<file path="config.mk">
export PLATFORM = sky130hd
export DESIGN_NAME = dota_scan_ctrl
export DESIGN_NICKNAME = d
export VERILOG_FILES = /design/src/rtl/dota_scan_ctrl.sv
export SDC_FILE = /design/constraint.sdc
export NUM_CORES = 1
export LEC_CHECK = 0
export CAP_MARGIN = 40
export CORE_ASPECT_RATIO = 1.5
export CORE_MARGIN = 2
export CORE_UTILIZATION = 53
export CTS_CLUSTER_SIZE = 40
export DETAILED_ROUTE_END_ITERATION = 16
export PLACE_DENSITY_LB_ADDON = 0.3
export SYNTH_ARGS = -nofsm -noshare
export SYNTH_HDL_FRONTEND = slang
export SYNTH_SLANG_ARGS = --single-unit
</file>
<file path="constraint.sdc">
create_clock -name clk -period 3.4 [get_ports clk]
set_input_delay 0.68 -clock clk [delete_from_list [all_inputs] [get_ports clk]]
set_output_delay 0.68 -clock clk [all_outputs]
set_load 0.01 [all_outputs]
</file>
<file path="src/rtl/dota_scan_ctrl.sv">
// dota_scan_ctrl: time-shares one OTA/comparator macro across up to NCH mux channels.
// Scans the masked channels lowest-first: select, settle, sample, then presents the
// per-channel decision word over a valid/ready handshake.
// Optional build macro DOTA_SCAN_MAJORITY_EN: 3-sample majority vote per channel
// (default build takes a single sample).
module dota_scan_ctrl #(
  parameter int unsigned NCH        = 4,
  parameter int unsigned SETTLE_CYC = 8,
  parameter int unsigned SELW       = $clog2(NCH)
) (
  input  logic            clk,
  input  logic            rst,
  input  logic            start,
  input  logic            abort,
  input  logic [NCH-1:0]  ch_mask,
  output logic [SELW-1:0] mux_sel,
  output logic            ota_en,
  input  logic            ota_out,
  output logic            busy,
  output logic            res_valid,
  input  logic            res_ready,
  output logic [NCH-1:0]  res_data
);

  localparam int unsigned CntW = $clog2(SETTLE_CYC + 1);
  localparam logic [CntW-1:0] SettleLast = CntW'(SETTLE_CYC - 1);

  typedef enum logic [2:0] {StIdle, StSelect, StSettle, StSample, StDone} state_e;

  state_e          state_q, state_d;
  logic [NCH-1:0]  rem_q, rem_d;
  logic [NCH-1:0]  res_q, res_d;
  logic [SELW-1:0] sel_q, sel_d;
  logic [CntW-1:0] cnt_q, cnt_d;
  logic            sync1_q, sync2_q;
  logic            sample_last;
  logic            decision;
  logic [NCH-1:0]  rem_left;

  // Lowest set bit of a channel mask.
  function automatic logic [SELW-1:0] lowest_ch(input logic [NCH-1:0] m);
    logic [SELW-1:0] r;
    r = '0;
    for (int i = NCH - 1; i >= 0; i--) begin
      if (m[i]) r = SELW'(i);
    end
    return r;
  endfunction

  // Remaining mask once the current channel has been decided.
  assign rem_left = rem_q & ~({{(NCH-1){1'b0}}, 1'b1} << sel_q);

  // Two-flop synchronizer for the asynchronous comparator output.
  always_ff @(posedge clk or posedge rst) begin
    if (rst) begin
      sync1_q <= 1'b0;
      sync2_q <= 1'b0;
    end else begin
      sync1_q <= ota_out;
      sync2_q <= sync1_q;
    end
  end

`ifdef DOTA_SCAN_MAJORITY_EN
  logic [1:0] samp_q, samp_d;
  logic [1:0] votes_q, votes_d;

  // Sample counter and running vote; both restart whenever SAMPLE is not active.
  always_comb begin
    samp_d  = 2'd0;
    votes_d = 2'd0;
    if (state_q == StSample) begin
      samp_d  = samp_q + 2'd1;
      votes_d = votes_q + {1'b0, sync2_q};
    end
  end

  // Vote state registers.
  always_ff @(posedge clk or posedge rst) begin
    if (rst) begin
      samp_q  <= 2'd0;
      votes_q <= 2'd0;
    end else begin
      samp_q  <= samp_d;
      votes_q <= votes_d;
    end
  end

  assign sample_last = (samp_q == 2'd2);
  assign decision    = (({1'b0, votes_q} + {2'b00, sync2_q}) >= 3'd2);
`else
  assign sample_last = 1'b1;
  assign decision    = sync2_q;
`endif

  // Next-state logic for the scan sequencer; abort overrides everything outside IDLE.
  always_comb begin
    state_d = state_q;
    rem_d   = rem_q;
    res_d   = res_q;
    sel_d   = sel_q;
    cnt_d   = cnt_q;
    unique case (state_q)
      StIdle: begin
        if (start && (|ch_mask)) begin
          rem_d   = ch_mask;
          res_d   = '0;
          sel_d   = lowest_ch(ch_mask);
          state_d = StSelect;
        end
      end
      StSelect: begin
        cnt_d   = '0;
        state_d = StSettle;
      end
      StSettle: begin
        if (cnt_q == SettleLast) state_d = StSample;
        else                     cnt_d   = cnt_q + 1'b1;
      end
      StSample: begin
        if (sample_last) begin
          res_d[sel_q] = decision;
          rem_d        = rem_left;
          if (|rem_left) begin
            sel_d   = lowest_ch(rem_left);
            state_d = StSelect;
          end else begin
            state_d = StDone;
          end
        end
      end
      StDone: begin
        if (res_ready) state_d = StIdle;
      end
      default: state_d = StIdle;
    endcase
    if (abort && (state_q != StIdle)) begin
      state_d = StIdle;
      rem_d   = '0;
      res_d   = '0;
    end
  end

  // Sequencer state registers.
  always_ff @(posedge clk or posedge rst) begin
    if (rst) begin
      state_q <= StIdle;
      rem_q   <= '0;
      res_q   <= '0;
      sel_q   <= '0;
      cnt_q   <= '0;
    end else begin
      state_q <= state_d;
      rem_q   <= rem_d;
      res_q   <= res_d;
      sel_q   <= sel_d;
      cnt_q   <= cnt_d;
    end
  end

  assign mux_sel   = sel_q;
  assign ota_en    = (state_q == StSelect) || (state_q == StSettle) || (state_q == StSample);
  assign busy      = (state_q != StIdle);
  assign res_valid = (state_q == StDone);
  assign res_data  = res_q;

endmodule

</file>
==> summary.txt, run 1 <==
Global routing
  • Grt met2 use: 40.40%
  • Grt peak-use layer: met2
  • M3 GR Usage: under 10%
  • Vias in the first global route: 960
  • M1 GR Usage: between 20% and 30%
  • Gr ovfl total: 0
  • Largest net degree at the start of global routing: 20
  • GRT Total Usage: between 20% and 30%
  • First-pass GRT wire length: 4188 um
  • Initial antenna violation count: 0

Synth
  • Cell taking the most area after synthesis: dfrtp_1
  • Sequential area share after synthesis: 43.38%
  • Post-synth EDFFs: 0
  • Area contributors post-synth: dfrtp_1 43%, nand2_1 4.8%, nor2_1 3.8%
  • Synth Cell Area: 1096 um2
  • Post-synth ARST share: 100.0%
  • Post-Syn Instances: 120
  • Yosys cell types: between 40 and 50
  • Cell with the most instances after synthesis: dfrtp_1
  • YS warnings: 0
  • Synth cell count leaders: 19 x dfrtp_1, 14 x nand2_1, 11 x nor2_1, 7 x nand3_1, 6 x inv_1
  • Top_reg_cell synth: dfrtp_1
  • Net count after synthesis: 131
  • #FFs+latches synth: 19
  • Mean Syn Cell Area: between 9 and 10 um2
  • Synth top area share: between 40% and 50%

Layout
  • Area added between synthesis and finish: 17.47%
  • Layout cells sized above 1: around 6.7%
  • # diodes: 0
  • Layout Nets: ~150
  • Filler cells: around 190

Hold path
  • Hold Path Origin: sync1_q$_DFF_PP0_
  • Hold Path Class: flip-flop to flip-flop

Worst setup path
  • Slowest cell on the critical path: clkdlybuf4s50_1
  • CP startpoint kind: flip-flop
  • Critical Path End Type: output pin
  • Required time of the worst setup path: 2.72 ns
  • Cell family with most CP delay: buffers and inverters
  • R2r startpoint: mux_sel[1]$_DFFE_PP0P_
  • Crit Path Category: flip-flop to output pin
  • Max FO, Critical Path: 8
  • Buffers plus inverters on the worst setup path: 2
  • Crit path DAT: about 1.8 ns
  • Slowest cell delay on critical path: around 0.6 ns
  • Worst Setup SP: state_q[2]$_DFFE_PP0P_
  • Critical Path, Cell by Cell: inv_1 > nor3_1 > clkdlybuf4s50_1

Timing
  • Fin crit share: around three quarters
  • RSZ-0062 raised after global routing: no
  • Slew HR: approximately half
  • Final setup fails: 0
  • Worst Max-Slew Pin Slew: slightly above 0.7 ns
  • Final min period: around 2.5 ns
  • Fin. max-slew vios: 0
  • Final worst-path setup slack: between 0.8 and 0.9 ns
  • Final Hold Viols: 0
  • Setup_tns: 0 ns
  • Clock Skew: about 0.0016 ns
  • Fmax: between 300 and 400 MHz

Placed design
  • Routability cong.: around 0.88
  • Port Buffer Count: 18
  • Worst slack, placed: approximately 0.86 ns
  • Dpl hpwl: roughly 1900 um

Pwr
  • Leak: 0.5409 nW
  • Power density over cell area: about 800 nW/um2
  • Peak supply drop: between 0.3 and 0.4 mV

Clock network
  • Setup Fix Bufs, Post-CTS: 0
  • Clk Latency, worst-skew pair: 0.31 ns
  • Clk sinks: 19
  • Hold_buf cts: 0
  • Clock Path Buffers: 2
  • PostCTS Resize Cnt: 0
  • Clk Tree Root Cell: clkbuf_4
  • Clk slew on worst S/H paths: 0.11 ns
  • CTS tree: done
  • H-tree depth: 1
  • Cts bufs inserted: 3

Route
  • Post-DRT Antenna Nets: 0
  • DR vias: 1,001
  • 1st-pass router iterations: 4
  • Post-DR vias/cell: between 6 and 7
  • Iter 0 DRT Violations: 44
  • Total Routed Length: ~2600 um
  • WL/cell: ~16 um
  • DR DRC count: 0

Floorplanning
  • Die Wd: between 40 and 50 um
  • Initial Util: 54.75%
  • Core area: ~2000 um2
  • Die height: roughly 60 um
  • Die footprint: approximately 2500 um2
  • IO Count: 19
  • Rows: 20

Outcome
  • Status: finished clean

Job
  • MaxCap Viol Count: 0
## report_power, final
part           leakage (nW)  switching, W  internal (W)
combinational         0.272      0.000254      0.000231
clock                0.0177     0.0000762     0.0000441
sequential            0.251      0.000134      0.000281
total                 0.541      0.000464      0.000556
## layer usage
metal  up-vias  wire, um
met4         0        91
met1       484      1060
met3         9       123
met5         -         0
li1        465         -
met2        43      1295
## worst register-to-register path: stages, from the launching register on
cell and delay, ns:
dfrtp_1 0.51, nand2b_1 0.28, a211o_1 0.36, a32o_2 0.28
a21oi_4 0.17, mux2_1 0.33
## path summary, 6_finish.rpt
check | end | slack, ns | cells after the start
setup / recovery | res_valid | 0.88 | 3
hold / removal | decision$_DFF_PP0_ | 0.37 | 0
setup reg to reg | mux_sel[0]$_DFFE_PP0P_ | 1.37 | 5
hold reg to reg | decision$_DFF_PP0_ | 0.37 | 0
max in group asynchronous | cnt_q[0]$_DFFE_PP0P_ | 2.18 | 2
min in group asynchronous | state_q[2]$_DFFE_PP0P_ | 0.77 | 2
## area by class of cell
cell class	instances	area [um2]	share of cell area [%]
Timing Repair Buffer	18	180.2	13.99
Sequential cell	19	475.5	36.93
Tap cell	22	27.53	2.138
Clock buffer	3	22.52	1.749
Clock inverter	1	5.005	0.3887
Inverter	6	22.52	1.749
Multi-Input combinational cell	88	554.3	43.05
## per-stage QoR
step | utilization, % | instances | instance area [um2] | power [W] | hold WS, ns
2_1_floorplan | - | 120 | 1096 | 0.0007556 | 0.3312
3_3_place_gp | 62.94 | 153 | 1260 | 0.0008783 | 0.3376
3_5_place_dp | 62.94 | 153 | 1260 | 0.0008936 | 0.3434
4_1_cts | 64.31 | 157 | 1287 | 0.001013 | 0.3678
5_1_grt | 64.31 | 157 | 1287 | 0.001095 | 0.3727
6_report | 64.31 | 157 | 1287 | 0.001020 | 0.3663
## sequential cells by signal, indices dropped and copies added, names as in the netlist
register and count:
cnt_q 4, decision 1, mux_sel 2, rem_q 4, res_data 4, state_q 3
sync1_q 1
## placed cells by master, fill, tap and decap left out, types with 2 or more instances in the layout
cell type / n
a21oi_1: 5
a22o_1: 4
a32o_1: 2
clkbuf_4: 3
clkdlybuf4s50_1: 18
dfrtp_1: 19
inv_1: 6
mux2i_1: 2
nand2_1: 14
nand2b_1: 2
nand3_1: 7
nor2_1: 11
nor2b_1: 2
nor3_1: 4
o211ai_1: 2
o21ai_0: 3
o22ai_1: 2
o2bb2ai_1: 3
o31ai_1: 2
or3_1: 2
xnor2_1: 2
## cells by family (layout without fill, tap and decap cells)
logic type | count (synthesis) | after routing | share of synthesized area (%)
flops | 19 | 19 | 43.38
fa+ha+maj | 1 | 1 | 1.141
buf+inv | 13 | 28 | 6.050
compound gates | 34 | 34 | 24.09
xor+xnor | 2 | 2 | 1.598
mux | 3 | 3 | 2.854
simple gates | 48 | 48 | 20.89
Power figures use the tool's default switching activity.
==> inputs of run 2 (changes only) <==
- CORE_UTILIZATION: 53 -> 46
- clock period: 3.4 -> 2.1 ns (I/O delays scaled with it)
==> run 2 against run 1 <==
Compared with the run above:
- clock-buffer cell count unchanged
- first-iteration DRC count down 9.1%
- combinational power up 100%
- die area up 14%
- clock skew up 0.011 ns
- global-route usage down 2.9 points
- cell count up 9.6%
- critical path type unchanged
- largest cell class unchanged
==> summary.txt, run 2 (synthesized netlist as in run 1, its figures left out) <==
Worst setup path
  • Required time of the worst setup path: 1.68 ns (-1.04 ns)
  • Critical Path End Type: output pin
  • R2r startpoint: state_q[2]$_DFFE_PP0P_
  • Reg2reg setup slack: 0.15 ns (-1.22 ns)
  • Max FO, Critical Path: 4 (-4)
  • R2r endpoint: mux_sel[0]$_DFFE_PP0P_
  • CP startpoint kind: flip-flop
  • R2R depth: 6 (+1)
  • Crit path DAT: 1.60 ns (-0.24 ns)
  • Crit Path Category: flip-flop to output pin

Route
  • DR WL met3: 105 um (-15%)
  • Post-DRT Antenna Nets: 0 (unchanged)
  • 1st-pass router iterations: 4 (unchanged)
  • DR top layer: met4
  • DR DRC count: 0 (unchanged)
  • Met1 wire length: 1126 um (+6.2%)
  • Post-DR vias/cell: 6.000 (-5.9%)
  • WL/cell: 16.27 um (-0.62%)
  • DR vias: 1,032 (+3.1%)
  • Routed wl met2: 1431 um (+11%)
  • Total Routed Length: 2798 um (+8.9%)
  • Iter 0 DRT Violations: 40 (-9.1%)

Placed design
  • Routability cong.: 0.9596 (+9.6%)
  • Dpl hpwl: 2029 um (+8.4%)
  • Worst slack, placed: 0.06890 ns (-0.7894 ns)
  • Port Buffer Count: 18 (unchanged)

Clock network
  • CTS tree: done
  • Hold_buf cts: 0 (unchanged)
  • Clock Path Buffers: 2 (unchanged)
  • Clk Latency, worst-skew pair: 0.32 ns (about the same)
  • Clk slew on worst S/H paths: 0.10 ns (about the same)
  • H-tree depth: 1 (unchanged)
  • Clk sinks: 19 (unchanged)
  • Clk Tree Root Cell: clkbuf_4
  • Cts bufs inserted: 3 (unchanged)

Timing
  • Slew HR: 72.33% (+21 points)
  • Final Hold Viols: 0 (unchanged)
  • Final setup fails: 0 (unchanged)
  • Fin. max-slew vios: 0 (unchanged)
  • Clock Skew: 0.01276 ns (+0.01112 ns)
  • Final worst-path setup slack: 0.08448 ns (-0.7920 ns)
  • Fmax: between 400 and 500 MHz
  • Final min period: about 2 ns
  • Worst Max-Slew Pin Slew: 0.4133 ns (-0.3094 ns)
  • RSZ-0062 raised after global routing: no
  • Fin crit share: around 96%
  • Setup_tns: 0 ns (unchanged)

Layout
  • Layout Nets: 161 (+9.5%)
  • Area added between synthesis and finish: 28.65%
  • Fin util: 63.14% (-1.2 points)
  • Commonest non-fill, non-tap cells in the layout: 17 x dfrtp_1, 17 x clkdlybuf4s50_1, 14 x nand2_1, 14 x buf_4, 11 x nor2_1
  • Layout cells sized above 1: 17.45% (+11 points)
  • # diodes: 0 (unchanged)

Global routing
  • Initial antenna violation count: 0 (unchanged)
  • GRT Total Usage: 22.42% (-2.9 points)
  • First-pass GRT wire length: 4657 um (+11%)
  • Vias in the first global route: 1,051 (+9.5%)
  • Gr ovfl total: 0 (unchanged)
  • Largest net degree at the start of global routing: 20 (unchanged)

Floorplanning
  • Die height: 63.79 um (+6.9%)
  • Die Wd: 43.86 um (+6.6%)
  • Core area: 2233 um2 (+12%)
  • Die footprint: 2797 um2 (+14%)
  • IO Count: 19 (unchanged)
  • Rows: 21 (+5.0%)
  • Initial Util: 49.08% (-5.7 points)

Hold path
  • WHS Path Cells: 0 (unchanged)
  • Hold Path Origin: sync1_q$_DFF_PP0_
  • Hold path endpoint: decision$_DFF_PP0_
  • Hold Path Class: flip-flop to flip-flop

Pwr
  • Seq pwr share: 34.6% (-6.1 points)
  • Peak supply drop: 0.6175 mV (+55%)
  • Clock share of power: 10.8% (-1.0 points)
  • Power density over cell area: 1276 nW/um2 (+61%)
  • Switching power: 0.0007912 W (+70%)
  • Gate power share: 54.6% (+7.1 points)
  • Leak: 0.6185 nW (+14%)
  • Switch share: 43.97% (-1.5 points)
  • P_int: 0.001008 W (+81%)

Outcome
  • Status: finished clean

Job
  • MaxCap Viol Count: 0 (unchanged)
run 2: changes by cell type in the layout (fill, tap and decap cells not counted), sizes merged:
cell	delta
buf	+14
clkdlybuf4s50	-1
dlymetal6s2s	+1
run 2: worst max-delay path, cell delays in order, from the launching register on:
cell	delay [ns]
dfrtp_2	0.43
inv_1	0.08
nor3_2	0.21
clkdlybuf4s50_1	0.57
run 2: worst max-delay path by stage:
stage                     cells past startpoint                      to  slack [ns]                    from
after global routing                          3               res_valid        0.03  state_q[2]$_DFFE_PP0P_
after CTS                                     3                    busy        0.01  state_q[0]$_DFFE_PP0P_
after detailed placement                      6  mux_sel[0]$_DFFE_PP0P_        0.07              ch_mask[0]
after floorplan                               6  mux_sel[0]$_DFFE_PP0P_        0.29  mux_sel[1]$_DFFE_PP0P_
after global placement                        7    rem_q[0]$_DFFE_PP0P_        0.05              ch_mask[0]
final                                         3               res_valid        0.08  state_q[2]$_DFFE_PP0P_
run 2: power by group through the flow:
stage | logic [W] | registers (W) | clock network [W]
CTS | 0.000944 | 0.000625 | 0.000202
detailed placement | 0.000915 | 0.000623 | 0
global placement | 0.000905 | 0.000618 | 0
global route | 0.00108 | 0.000636 | 0.000212
floorplan | 0.000680 | 0.000544 | 0
finish | 0.000983 | 0.000622 | 0.000194
run 2: stage by stage:
step	total power (W)	hold WS [ns]	cells	cell area (um2)
2_1_floorplan	0.001223	0.3312	120	1096
3_3_place_gp	0.001523	0.3381	164	1336
3_5_place_dp	0.001538	0.3426	164	1336
4_1_cts	0.001771	0.3690	170	1393
5_1_grt	0.001924	0.3745	172	1410
6_report	0.001799	0.3639	172	1410
run 2: cell type report:
class	instances	area, um2
fill	200	823.3
multi-input combinational	88	565.5
sequential	19	478.0
timing repair buffer	32	287.8
tap	23	28.78
clock buffer	3	22.52
inverter	6	22.52
clock inverter	1	5.005
run 2: routing by layer:
metal,up-vias,global-route usage (%)
met4,0,14.77
met5,-,0
met3,13,2.825
met2,37,37.13
li1,492,-
met1,490,26.00
run 2: what timing repair did:
| item | in CTS | in global routing |
|---|---|---|
| setup buffers | 2 | 2 |
| pin swaps | 0 | 1 |
| endpoints found under the setup margin | 2 | 1 |
| gates resized for setup | 4 | 1 |
==> inputs of run 3 (changes only) <==
- CTS_CLUSTER_DIAMETER: not set -> 80
==> results of run 3 <==
The final DEF is identical to that of run 2; final timing and power are the same.
